===== src/rtl/fetch_unit_pkg.sv =====
// Shared encodings for the instruction fetch stage: next-PC selects,
// fetch FSM states and the IF/ID register layout.
package fetch_unit_pkg;

    localparam logic [1:0] PCSEL_SEQ  = 2'd0;
    localparam logic [1:0] PCSEL_BR   = 2'd1;
    localparam logic [1:0] PCSEL_JMP  = 2'd2;
    localparam logic [1:0] PCSEL_HOLD = 2'd3;

    localparam logic [31:0] RESET_PC_DEFAULT = 32'h0000_0000;

    typedef enum logic [1:0] {
        ST_BOOT  = 2'd0,
        ST_FETCH = 2'd1,
        ST_SKID  = 2'd2
    } fetch_state_t;

    // One IF/ID entry; the skid buffer uses the same layout.
    typedef struct packed {
        logic        valid;
        logic [31:0] pc;
        logic [31:0] instr;
    } ifid_t;

endpackage


===== src/rtl/pc_next_mux.sv =====
// Pure 4:1 next-PC selector; the fetch unit owns every register.
module pc_next_mux
    import fetch_unit_pkg::*;
(
    input  logic [1:0]  pcsel,
    input  logic [31:0] pcp4,
    input  logic [31:0] br_target,
    input  logic [31:0] jmp_target,
    input  logic [31:0] pcp4_hold,
    output logic [31:0] next_pc
);

    always_comb begin
        next_pc = pcp4;
        case (pcsel)
            PCSEL_SEQ:  next_pc = pcp4;
            PCSEL_BR:   next_pc = br_target;
            PCSEL_JMP:  next_pc = jmp_target;
            PCSEL_HOLD: next_pc = pcp4_hold;
            default:    next_pc = pcp4;
        endcase
    end

endmodule


===== src/rtl/fetch_unit.sv =====
// Instruction fetch stage: PC register, memory handshake, IF/ID register
// and a one-entry skid buffer for responses that decode cannot take yet.
module fetch_unit
    import fetch_unit_pkg::*;
#(
    parameter logic [31:0] RESET_PC = RESET_PC_DEFAULT
)(
    input  logic        clk,
    input  logic        rst_n,
    input  logic [1:0]  pcsel,
    input  logic [31:0] br_target,
    input  logic [31:0] jmp_target,
    input  logic [31:0] pcp4_hold,
    input  logic        if_id_stall,
    input  logic        id_ready,
    output logic        imem_req,
    output logic [31:0] imem_addr,
    input  logic        imem_ready,
    input  logic [31:0] imem_rdata,
    output logic [31:0] pcp4,
    output logic        if_id_valid,
    output logic [31:0] if_id_pc,
    output logic [31:0] if_id_instr
);

    fetch_state_t state;
    logic [31:0]  pc;
    logic [31:0]  next_pc;
    logic         pending;
    logic         xfer;
    ifid_t        ifid;
    ifid_t        skid;
    ifid_t        cap;

    assign pcp4      = pc + 32'd4;
    assign imem_addr = pc;

    // An issued request stays up until accepted, even if decode backs off.
    assign imem_req = (state == ST_FETCH) && (id_ready || pending);
    assign xfer     = imem_req && imem_ready;

    assign cap.valid = ~if_id_stall;
    assign cap.pc    = pc;
    assign cap.instr = imem_rdata;

    assign if_id_valid = ifid.valid;
    assign if_id_pc    = ifid.pc;
    assign if_id_instr = ifid.instr;

    pc_next_mux u_pc_next_mux (
        .pcsel      (pcsel),
        .pcp4       (pcp4),
        .br_target  (br_target),
        .jmp_target (jmp_target),
        .pcp4_hold  (pcp4_hold),
        .next_pc    (next_pc)
    );

    always_ff @(posedge clk or negedge rst_n) begin
        if (!rst_n) begin
            state <= ST_BOOT;
        end else begin
            case (state)
                ST_BOOT:  state <= ST_FETCH;
                ST_FETCH: if (xfer && !id_ready) state <= ST_SKID;
                ST_SKID:  if (id_ready) state <= ST_FETCH;
                default:  state <= ST_BOOT;
            endcase
        end
    end

    always_ff @(posedge clk or negedge rst_n) begin
        if (!rst_n) begin
            pc      <= RESET_PC;
            pending <= 1'b0;
        end else begin
            if (xfer) pc <= next_pc;
            pending <= imem_req && !imem_ready;
        end
    end

    always_ff @(posedge clk or negedge rst_n) begin
        if (!rst_n) begin
            ifid <= '0;
            skid <= '0;
        end else if (state == ST_SKID) begin
            if (id_ready) ifid <= skid;
        end else if (xfer) begin
            if (id_ready) ifid <= cap;
            else          skid <= cap;
        end else if (id_ready) begin
            ifid.valid <= 1'b0;
        end
    end

endmodule


===== config.mk =====
export PLATFORM = sky130hd
export DESIGN_NAME = fetch_unit
export DESIGN_NICKNAME = d
export VERILOG_FILES = /design/src/rtl/fetch_unit_pkg.sv /design/src/rtl/pc_next_mux.sv /design/src/rtl/fetch_unit.sv
export SDC_FILE = /design/constraint.sdc
export NUM_CORES = 1
export LEC_CHECK = 0
export CORE_MARGIN = 10
export CORE_UTILIZATION = 28
export DETAILED_ROUTE_END_ITERATION = 10
export HOLD_SLACK_MARGIN = 0.1
export PLACE_DENSITY_LB_ADDON = 0.2
export SLEW_MARGIN = 10
export SYNTH_ARGS = -nofsm -noshare
export SYNTH_HDL_FRONTEND = slang
export SYNTH_HIERARCHICAL = 1
export SYNTH_SLANG_ARGS = --single-unit

===== constraint.sdc =====
create_clock -name clk -period 5.1 [get_ports clk]
set_input_delay 1.02 -clock clk [delete_from_list [all_inputs] [get_ports clk]]
set_output_delay 1.02 -clock clk [all_outputs]
set_load 0.05 [all_outputs]

==> impl_results.md <==
* Worst Path Required at between 4000 and 5000 ps
* Die Ht at approximately 200 um
* Hold buffer count at CTS at 0
* Post-DP HPWL at around 18000 um
* MaxCap Viol Count at 0
* Resized cells post-CTS at 0
* Total wire length at 25400 um
* Final min period at around 4100 ps
* Setup tns final at 0 ps
* Number of flops mapped to enable cells by yosys at 0
* Sequential cell area at just over 4000 um2
* Crit Path Max Fanout at 7
* Ports at roughly 270
* Asr flop ratio synth at 100%
* Largest net degree at the start of global routing at between 80 and 90
* Area grow syn2layout at 38.4%
* Startpoint type of the worst setup path: flop
* Filler instances at roughly 2900
* Clock latency on the worst-skew pair at between 400 and 500 ps
* Netlist cell types at 37
* Number of vias per cell at between 4 and 5
* Root Buffer: clkbuf_16
* # nets final at 1016
* Clock Path Buffers at 2
* Starting Density at ~28%
* Avg Cell Area, Syn at 12.9 um2
* Least-Margin Pin Slew at 1080 ps
* Post-synthesis mux area share at around 30%
* Mapped cell area at 8620 um2
* Cells after Synth at 670
* Slew headroom at between 20% and 30%
* Crit. End Element: output pin
* Crit path cell chain: ha_1, nand2_1, nor3_4, nand4_1, xnor2_1, clkdlybuf4s50_1
* Number of remaining DRC errors at 0
* Syn nets at just over 800
* Site row count at 64
* Post-synthesis compound-gate area fraction at roughly 4.6%
* Fin. Hold Viols at 0
* H-tree depth at 4
* Initial detailed-routing violation count at 258
* CTS Buf Count at 17
* Worst vdd ir at between 0.0002 and 0.0003 V
* Clock slew at reported path FFs at ~60 ps
* Worst Clk Skew at 11.3 ps
* Slowest Stage Delay on Critical Path at approximately 860 ps
* Clock tree sinks at about 170
* Period utilization at around four fifths
* Multi-input gate area at approximately 3900 um2
* Adder-cell share of the synthesized area at 0.145%
* Core footprint at approximately 31000 um2
* DP Worst Slack at 1220 ps
* Vias in the first global route at 6338
* Worst hold path type: flop to flop
* Setup WS post-layout at around 1000 ps
* TritonCTS clock tree: done
* Predominant post-synthesis flop cell: dfrtp_1
* Initial antenna violation count at 0
* #FFs+latches synth at ~170
* Antenna Nets Post-Route at 0
* Final Max Tran Viols at 0
* Pwr Density at approximately 610 nW/um2
* Pleak at 4.74 nW
* WL/cell at a little under 20 um
* Synth Area in XOR/XNOR at 2.85%
* Crit path kind: flop to output pin
* Layout cells sized above 1 at about a fifth
* Hold WS at between 400 and 500 ps
* First-pass DRT Iterations at 4
* Die Area at about 38000 um2
* GRT overflow at 0
* Max Clk Rate at 0.244 GHz
* GRT Util Overall at a little over an eighth
* RSZ-0062 raised after global routing: false
* GPL Wtd Cong at 0.733
* Simple-gate share of the synthesized area at 7.26%
* First-pass GRT wire length at approximately 40000 um
* Largest family of logic cells by synthesized area: multiplexers
* WP data arrival at about 3100 ps
* IO buf count at 264
* Die W at around 200 um
* Post CTS Setup Buffer Count at 0
* Slowest CP cell: clkdlybuf4s50_1
* Status: complete, no violations
* Synthesis Warnings at 6
* Final Setup Violations at 0
* Total number of vias at about 5900
* Seq/Total Area, Yosys at a little under half
==> metal layers <==
metal / GRT usage, % / share of wire [%]
met1: 18.0 / 48
met2: 19.5 / 43
met3: 5.34 / 7.8
met4: 3.45 / 0.90
met5: 0 / 0
==> state kept, by name, summed over array words and instances (netlist names) <==
register	flops
skid	65
if_id_valid	1
if_id_instr	32
imem_addr	32
if_id_pc	32
state	2
pending	1
==> worst paths after layout <==
| kind | start | to | slack (ps) | cells past startpoint |
|---|---|---|---|---|
| max | imem_addr[2] | pcp4[20] | 1010 | 6 |
| min | if_id_pc[4] | if_id_pc[4] | 480 | 2 |
| max reg2reg | imem_addr[10] | imem_addr[28] | 2460 | 6 |
| min reg2reg | if_id_pc[4] | if_id_pc[4] | 480 | 2 |
| max in group asynchronous | rst_n | if_id_pc[1] | 3290 | 2 |
| min in group asynchronous | rst_n | if_id_instr[29] | 630 | 1 |
==> synthesized netlist by cell type, types with 3 or more instances <==
cell type | number | area share [%]
dfrtp_1 | 165 | 48
nand2_1 | 72 | 3.1
o21ai_0 | 65 | 3.8
mux2i_1 | 62 | 7.2
mux2_4 | 49 | 8.5
mux2_2 | 47 | 6.1
buf_4 | 40 | 3.5
mux4_2 | 30 | 7.8
buf_2 | 23 | 1.3
xnor2_1 | 22 | 2.2
nand4_1 | 13 | 0.94
nand3_1 | 10 | 0.58
nor2_1 | 9 | 0.39
clkbuf_1 | 8 | 0.35
buf_6 | 7 | 0.91
and3_1 | 6 | 0.44
xor2_1 | 6 | 0.61
a21oi_1 | 5 | 0.29
and4_1 | 5 | 0.51
buf_12 | 3 | 0.70
==> cell families (layout without fill, tap and decap cells) <==
group	count (synthesis)	count (layout)
buffers and inverters	83	306
AND/OR/NAND/NOR	128	128
AO/OA/AOI/OAI	75	75
XOR/XNOR	28	28
adder cells (fa/ha/maj)	1	1
multiplexers	190	190
other	0	1
flip-flops	165	165
==> worst max-delay path, delay by kind of cell, from the launching register on <==
kind | cells | cell delay (ps)
buf+inv | 1 | 860
simple gates | 3 | 770
flops | 1 | 470
fa+ha+maj | 1 | 280
xor+xnor | 1 | 270
==> layout by cell type (no fill, tap or decap), types with 2 or more instances in the layout <==
| master | netlist | final |
|---|---|---|
| a21oi_1 | 5 | 5 |
| and2_1 | 2 | 2 |
| and3_1 | 6 | 6 |
| and4_1 | 5 | 5 |
| buf_12 | 3 | 2 |
| buf_4 | 40 | 6 |
| bufinv_16 | 0 | 5 |
| clkbuf_1 | 8 | 2 |
| clkbuf_16 | 0 | 17 |
| clkdlybuf4s50_1 | 0 | 262 |
| clkinv_2 | 0 | 2 |
| clkinv_4 | 0 | 4 |
| dfrtp_1 | 165 | 165 |
| inv_1 | 2 | 2 |
| mux2_2 | 47 | 47 |
| mux2_4 | 49 | 49 |
| mux2i_1 | 62 | 62 |
| mux4_1 | 2 | 2 |
| mux4_2 | 30 | 30 |
| nand2_1 | 72 | 72 |
| nand3_1 | 10 | 10 |
| nand4_1 | 13 | 13 |
| nor2_1 | 9 | 9 |
| nor3_1 | 2 | 2 |
| nor3_4 | 2 | 2 |
| o21ai_0 | 65 | 65 |
| xnor2_1 | 22 | 22 |
| xor2_1 | 6 | 6 |
==> layout make-up <==
type                       instances  share of cell area [%]
clock buffer                      20                    3.74
tap                              396                    4.15
antenna                            1                  0.0210
inverter                           2                  0.0629
clock inverter                    12                    1.70
timing repair buffer             272                    22.8
multi-input combinational        422                    32.9
sequential                       165                    34.6
==> where the power goes <==
part | internal [mW] | total, mW | switching, mW
logic | 1.40 | 3.59 | 2.19
registers | 1.81 | 2.26 | 0.452
clock network | 0.885 | 1.44 | 0.559
==> through the flow <==
step                      total power, mW  cell area, um2  utilization (%)  instances
after CTS                            7.41           11900             39.1       1289
after global routing                 7.70           11900             39.1       1289
after detailed placement             5.92           11300             37.0       1257
final                                7.30           11900             39.1       1290
after global placement               5.90           11300             37.0       1257
after floorplan                      4.76            8620                -        670
Power figures use the tool's default switching activity.
